### src/rtl/apb_req_arbiter_pkg.sv
// apb_req_arbiter_pkg: shared widths and FSM state encoding for the APB request arbiter.
//   DEF_* localparams : default parameter values used by the arbiter and its picker
//   state_t           : arbiter FSM states (ARB, ISSUE, WAIT, DONE), 2-bit encoding
package apb_req_arbiter_pkg;

    localparam int DEF_ADDR_WIDTH  = 32;
    localparam int DEF_DATA_WIDTH  = 32;
    localparam int DEF_NUM_REQ     = 2;
    localparam int DEF_TIMEOUT_CYC = 1024;

    typedef enum logic [1:0] {
        S_ARB   = 2'd0,
        S_ISSUE = 2'd1,
        S_WAIT  = 2'd2,
        S_DONE  = 2'd3
    } state_t;

endpackage

### src/rtl/apb_req_arbiter_rr.sv
// apb_req_arbiter_rr: combinational round-robin pick among NUM_REQ requesters.
//   req   in  NUM_REQ  request vector
//   ptr   in  IW       index of the last winner; search starts just after it
//   any   out 1        at least one request present
//   grant out NUM_REQ  one-hot grant (0 when no request)
//   idx   out IW       index of the granted requester
module apb_req_arbiter_rr
    import apb_req_arbiter_pkg::*;
#(
    parameter int NUM_REQ = DEF_NUM_REQ,
    parameter int IW      = $clog2(NUM_REQ)
) (
    input  logic [NUM_REQ-1:0] req,
    input  logic [IW-1:0]      ptr,
    output logic               any,
    output logic [NUM_REQ-1:0] grant,
    output logic [IW-1:0]      idx
);

    logic [IW-1:0] c;

    // Scan from farthest to nearest so the nearest requester after ptr wins.
    always_comb begin
        idx = '0;
        c   = '0;
        for (int i = NUM_REQ; i >= 1; i--) begin
            c = IW'((int'(ptr) + i) % NUM_REQ);
            if (req[c]) idx = c;
        end
        any   = |req;
        grant = any ? (NUM_REQ'(1) << idx) : '0;
    end

endmodule

### src/rtl/apb_req_arbiter.sv
// apb_req_arbiter: shares one apb_master between NUM_REQ command sources, round-robin.
//   pclock, presetn              clock, asynchronous active-low reset
//   req_valid/write/addr/wdata   packed per-requester commands, held until req_ready
//   req_ready                    one-hot accept pulse
//   rsp_valid/rsp_rdata/rsp_err  one-hot completion pulse with read data and slave error
//   transfer/read/write          command strobes to apb_master
//   apb_paddr/apb_write_data     command address/data to apb_master
//   psel/penable                 observed apb_master phase
//   pready/pslverr/prdata        observed slave response
//   busy                         command in flight
//   timeout_flag                 sticky, ACCESS waited TIMEOUT_CYC cycles
module apb_req_arbiter
    import apb_req_arbiter_pkg::*;
#(
    parameter int ADDR_WIDTH  = DEF_ADDR_WIDTH,
    parameter int DATA_WIDTH  = DEF_DATA_WIDTH,
    parameter int NUM_REQ     = DEF_NUM_REQ,
    parameter int TIMEOUT_CYC = DEF_TIMEOUT_CYC
) (
    input  logic                          pclock,
    input  logic                          presetn,
    input  logic [NUM_REQ-1:0]            req_valid,
    input  logic [NUM_REQ-1:0]            req_write,
    input  logic [NUM_REQ*ADDR_WIDTH-1:0] req_addr,
    input  logic [NUM_REQ*DATA_WIDTH-1:0] req_wdata,
    output logic [NUM_REQ-1:0]            req_ready,
    output logic [NUM_REQ-1:0]            rsp_valid,
    output logic [DATA_WIDTH-1:0]         rsp_rdata,
    output logic                          rsp_err,
    output logic                          transfer,
    output logic                          read,
    output logic                          write,
    output logic [ADDR_WIDTH-1:0]         apb_paddr,
    output logic [DATA_WIDTH-1:0]         apb_write_data,
    input  logic                          psel,
    input  logic                          penable,
    input  logic                          pready,
    input  logic                          pslverr,
    input  logic [DATA_WIDTH-1:0]         prdata,
    output logic                          busy,
    output logic                          timeout_flag
);

    localparam int IW = $clog2(NUM_REQ);
    localparam int CW = $clog2(TIMEOUT_CYC + 1);

    state_t                state, state_n;
    logic [IW-1:0]         ptr, gidx, pick;
    logic                  any;
    logic [NUM_REQ-1:0]    grant;
    logic                  cmd_write, sel_write;
    logic [ADDR_WIDTH-1:0] cmd_addr, sel_addr;
    logic [DATA_WIDTH-1:0] cmd_wdata, sel_wdata;
    logic [CW-1:0]         wait_cnt;
    logic                  setup, access_done, active, stalled;

    apb_req_arbiter_rr #(.NUM_REQ(NUM_REQ), .IW(IW)) u_rr (
        .req   (req_valid),
        .ptr   (ptr),
        .any   (any),
        .grant (grant),
        .idx   (pick)
    );

    assign setup       = psel && !penable;
    assign access_done = psel && penable && pready;
    assign stalled     = (state == S_WAIT) && !access_done;

    always_comb begin
        sel_write = 1'b0;
        sel_addr  = '0;
        sel_wdata = '0;
        for (int i = 0; i < NUM_REQ; i++) begin
            if (pick == IW'(i)) begin
                sel_write = req_write[i];
                sel_addr  = req_addr[i*ADDR_WIDTH +: ADDR_WIDTH];
                sel_wdata = req_wdata[i*DATA_WIDTH +: DATA_WIDTH];
            end
        end
    end

    always_comb begin
        state_n = state;
        case (state)
            S_ARB:   state_n = any ? S_ISSUE : S_ARB;
            S_ISSUE: state_n = setup ? S_WAIT : S_ISSUE;
            S_WAIT:  state_n = access_done ? S_DONE : S_WAIT;
            default: state_n = S_ARB;
        endcase
    end

    // Command is presented to the master only in ISSUE/WAIT; transfer drops
    // once SETUP is seen so the master never chains into a second transfer.
    assign active         = (state == S_ISSUE) || (state == S_WAIT);
    assign req_ready      = (state == S_ARB) ? grant : '0;
    assign rsp_valid      = (state == S_DONE) ? (NUM_REQ'(1) << gidx) : '0;
    assign transfer       = state == S_ISSUE;
    assign read           = active && !cmd_write;
    assign write          = active && cmd_write;
    assign apb_paddr      = active ? cmd_addr : '0;
    assign apb_write_data = active ? cmd_wdata : '0;
    assign busy           = state != S_ARB;

    always_ff @(posedge pclock or negedge presetn) begin
        if (!presetn) begin
            state        <= S_ARB;
            ptr          <= IW'(NUM_REQ - 1);
            gidx         <= '0;
            cmd_write    <= 1'b0;
            cmd_addr     <= '0;
            cmd_wdata    <= '0;
            rsp_rdata    <= '0;
            rsp_err      <= 1'b0;
            wait_cnt     <= '0;
            timeout_flag <= 1'b0;
        end else begin
            state <= state_n;
            if (state == S_ARB && any) begin
                ptr       <= pick;
                gidx      <= pick;
                cmd_write <= sel_write;
                cmd_addr  <= sel_addr;
                cmd_wdata <= sel_wdata;
            end
            if (state == S_WAIT && access_done) begin
                rsp_rdata <= cmd_write ? '0 : prdata;
                rsp_err   <= pslverr;
            end
            // Counter is cleared while in ISSUE, so it starts at 0 on WAIT entry
            // and counts only cycles the slave stalls in ACCESS.
            if (state == S_ISSUE) wait_cnt <= '0;
            else if (stalled && wait_cnt != CW'(TIMEOUT_CYC)) wait_cnt <= wait_cnt + 1'b1;
            if (stalled && wait_cnt == CW'(TIMEOUT_CYC - 1)) timeout_flag <= 1'b1;
        end
    end

endmodule
### config.mk
export PLATFORM = sky130hd
export DESIGN_NAME = apb_req_arbiter
export DESIGN_NICKNAME = d
export VERILOG_FILES = /design/src/rtl/apb_req_arbiter_pkg.sv /design/src/rtl/apb_req_arbiter_rr.sv /design/src/rtl/apb_req_arbiter.sv
export SDC_FILE = /design/constraint.sdc
export NUM_CORES = 1
export LEC_CHECK = 0
export CORE_ASPECT_RATIO = 1.1
export CORE_UTILIZATION = 41
export CTS_CLUSTER_DIAMETER = 120
export CTS_CLUSTER_SIZE = 40
export DETAILED_ROUTE_END_ITERATION = 8
export GPL_TIMING_DRIVEN = 0
export HOLD_SLACK_MARGIN = 0.1
export PLACE_DENSITY = 0.81
export RECOVER_POWER = 50
export SKIP_CTS_REPAIR_TIMING = 1
export SLEW_MARGIN = 10
export SYNTH_ARGS = -nofsm -noshare
export SYNTH_HDL_FRONTEND = slang
export SYNTH_SLANG_ARGS = --single-unit
### constraint.sdc
create_clock -name pclock -period 2.42 [get_ports pclock]
set_input_delay 0.484 -clock pclock [delete_from_list [all_inputs] [get_ports pclock]]
set_output_delay 0.484 -clock pclock [all_outputs]
set_load 0.05 [all_outputs]
==> out/qor.yml <==
worst_setup_path:
  path_cells: "inv_1 -> ha_4 -> o21ai_4 -> nor2_4 -> clkbuf_4 -> buf_4"
  worstSetupEndpointType: "output pin"
  critical_path_class: "reg -> out"
  slowest_delay_ns: 0.41
  crit_family: "buffers and inverters"
  slowest_stage: "dfrtp_1"
  path_max_fanout: 10
  cp.required_ns: 1.94
  critPathLaunch: "state[0]"
  r2r-start: "state[0]"
  start_kind: "flop"
  crit_arrival_ns: 1.87
  path_buf_inv: 3
status:
  status: "completed"
pwr:
  leakage_uw: 0.00431
  power_density_nw_per_um2: 1650
  p_total_uw: 14900
  vdd_drop_max_uv: 1040
global_routing:
  grt_use_met3: 0.0740
  globalRouteTotalUtil: 0.267
  grt_pass1_wl_um: 28300
  antenna_found_initial: 0
  use_met2: 0.481
  grt_max_degree: 62
  grt.busiest_layer: "met2"
  grt_pass1_vias: 5617
  overflow: 0
  use_met1: 0.302
yosys:
  synth_area_leader_cell: "dfrtp_1"
  ys_warn_count: 0
  synth_ff_type: "dfrtp_1"
  syn_area_um2: 5510
  ys_ff_latch: 114
  synth_edf_count: 0
  synth_area_per_cell_um2: 10.0
  async_reset_ff_frac: 1.00
  synth_cell_types: 41
  syn_inst: 549
  syn_nets: 726
  synth_area_leaders: "dfrtp_1, a222oi_1, and2_1"
  synth_top_area_frac: 0.513
  synth-seq-area-share: 0.518
drt:
  first_iter_violations: 390
  vias: 5425
  wl_um: 18500
  firstDrtPassIters: 6
  avgRoutedWirePerCell_um: 18.0
  ant_nets: 0
  drc: 0
  viasPerCell: 5.30
cells_and_area:
  nFillCells: 1024
  final_cell_mix: "clkdlybuf4s50_1, dfrtp_1, and2_1, o21ai_0, nand2_1"
  finalNonFillerCells: 1024
  drive_above_1_share: 0.167
  final_nets: 1028
  mostFrequentLayoutCell: "clkdlybuf4s50_1"
  antenna_cells: 0
  area_growth_pct: 64.1
flow_run:
  cap_viol_max_count: 0
placement:
  place_hpwl_um: 13800
  place_congestion: 0.901
  placedCellCount: 986
  port_buffers: 275
floorplan:
  die-area_um2: 13900
  rows: 44
  core_um2: 13200
  die_x_um: 113
  start_util: 0.419
  io_pins: 276
  die_h_um: 124
clock_tree:
  cts_htree_levels: 4
  cts.clk_slew.worst_paths_ns: 0.05
  cts_sinks: 114
  cts-root-buf: "clkbuf_16"
  cts_tree: "built"
  cts_made_buffers: 17
  clock_path_buffers: 2
  clock_latency_ns: 0.41
timing:
  fin_crit_sh: 0.974
  finalHoldViolCount: 0
  finalClockSkew_ns: 0.0103
  max_clock_freq_mhz: 424
  post-route-min-period_ns: 2.36
  slew_headroom: 0.0542
  slew_violations: 0
  tightest_slew_ns: 1.42
  rsz0062_at_grt: "yes"
  finalSetupViolations: 0
hold_path:
  worstHoldStart: "req_valid[0]"
  hp-class: "in -> reg"
==> final cells by class <==
type | count | area, µm² | area share
Clock buffer | 22 | 484 | 0.0536
Multi-Input combinational cell | 346 | 2320 | 0.257
Inverter | 49 | 184 | 0.0203
Timing Repair Buffer | 283 | 2650 | 0.293
Sequential cell | 114 | 2850 | 0.316
Tap cell | 161 | 201 | 0.0223
Clock inverter | 9 | 105 | 0.0116
Buffer | 40 | 238 | 0.0263
==> where the power goes <==
| group | internal, µW | total (µW) | switching (µW) |
|---|---|---|---|
| Clock | 1610 | 2480 | 869 |
| Sequential | 2790 | 3280 | 487 |
| Combinational | 3050 | 9190 | 6140 |
==> worst paths after layout <==
kind                                end  slack, ns  cells after the start
min                                 ptr       0.45                      2
min in group asynchronous  cmd_addr[26]       0.97                      2
max                        req_ready[0]       0.06                      6
max in group asynchronous  cmd_wdata[4]       0.49                      3
max reg2reg                    state[0]       0.29                      7
min reg2reg                cmd_addr[31]       0.47                      2
==> Yosys cell counts, types with 2 or more instances <==
cell,n
and3_1,2
ha_1,7
inv_1,49
and4_1,2
clkbuf_1,25
dfrtp_1,113
and2_1,67
or3_2,2
a31oi_1,2
o21ai_0,59
nand3_1,4
nand2_1,59
a222oi_1,43
nand4_1,4
mux2_2,3
buf_2,12
xor2_1,3
nand2b_1,35
nor2b_1,3
mux2i_1,23
a21oi_1,5
nor2_1,8
==> flip-flops by register name (all words and copies together) (netlist names) <==
name          cells
wait_cnt         11
gidx              1
cmd_addr         32
ptr               1
state             2
cmd_write         1
cmd_wdata        32
timeout_flag      1
rsp_rdata        32
rsp_err           1
==> metal layers <==
metal  vias up  part of all wire  wire length, µm
met5         -                 0                0
met4         0             0.018              331
li1       2499                 -                -
met2       258              0.52             9650
met3        30             0.075             1390
met1      2638              0.38             7080
==> cells by family after synthesis <==
family          Yosys count  share of synthesized area
xor+xnor                  3                    0.00477
simple gates            194                      0.196
compound gates          116                      0.150
mux                      26                     0.0479
buf+inv                  89                     0.0672
fa+ha+maj                 7                     0.0159
flops                   114                      0.518
==> per-stage QoR <==
stage	setup TNS [ns]	hold WS, ns	worst slack, ns	utilization	cell area, µm²
after floorplan	0	0.188	0.222	-	5510
after global placement	-432.55	0.456	-3.49	0.643	8460
after detailed placement	-39.95	0.463	-0.993	0.645	8490
after CTS	-68.91	0.0465	-1.45	0.690	9080
after global routing	-0.0894	0.447	-0.0252	0.687	9040
final	0	0.449	0.0624	0.687	9040
No activity file was read; power rests on OpenSTA's default activity.
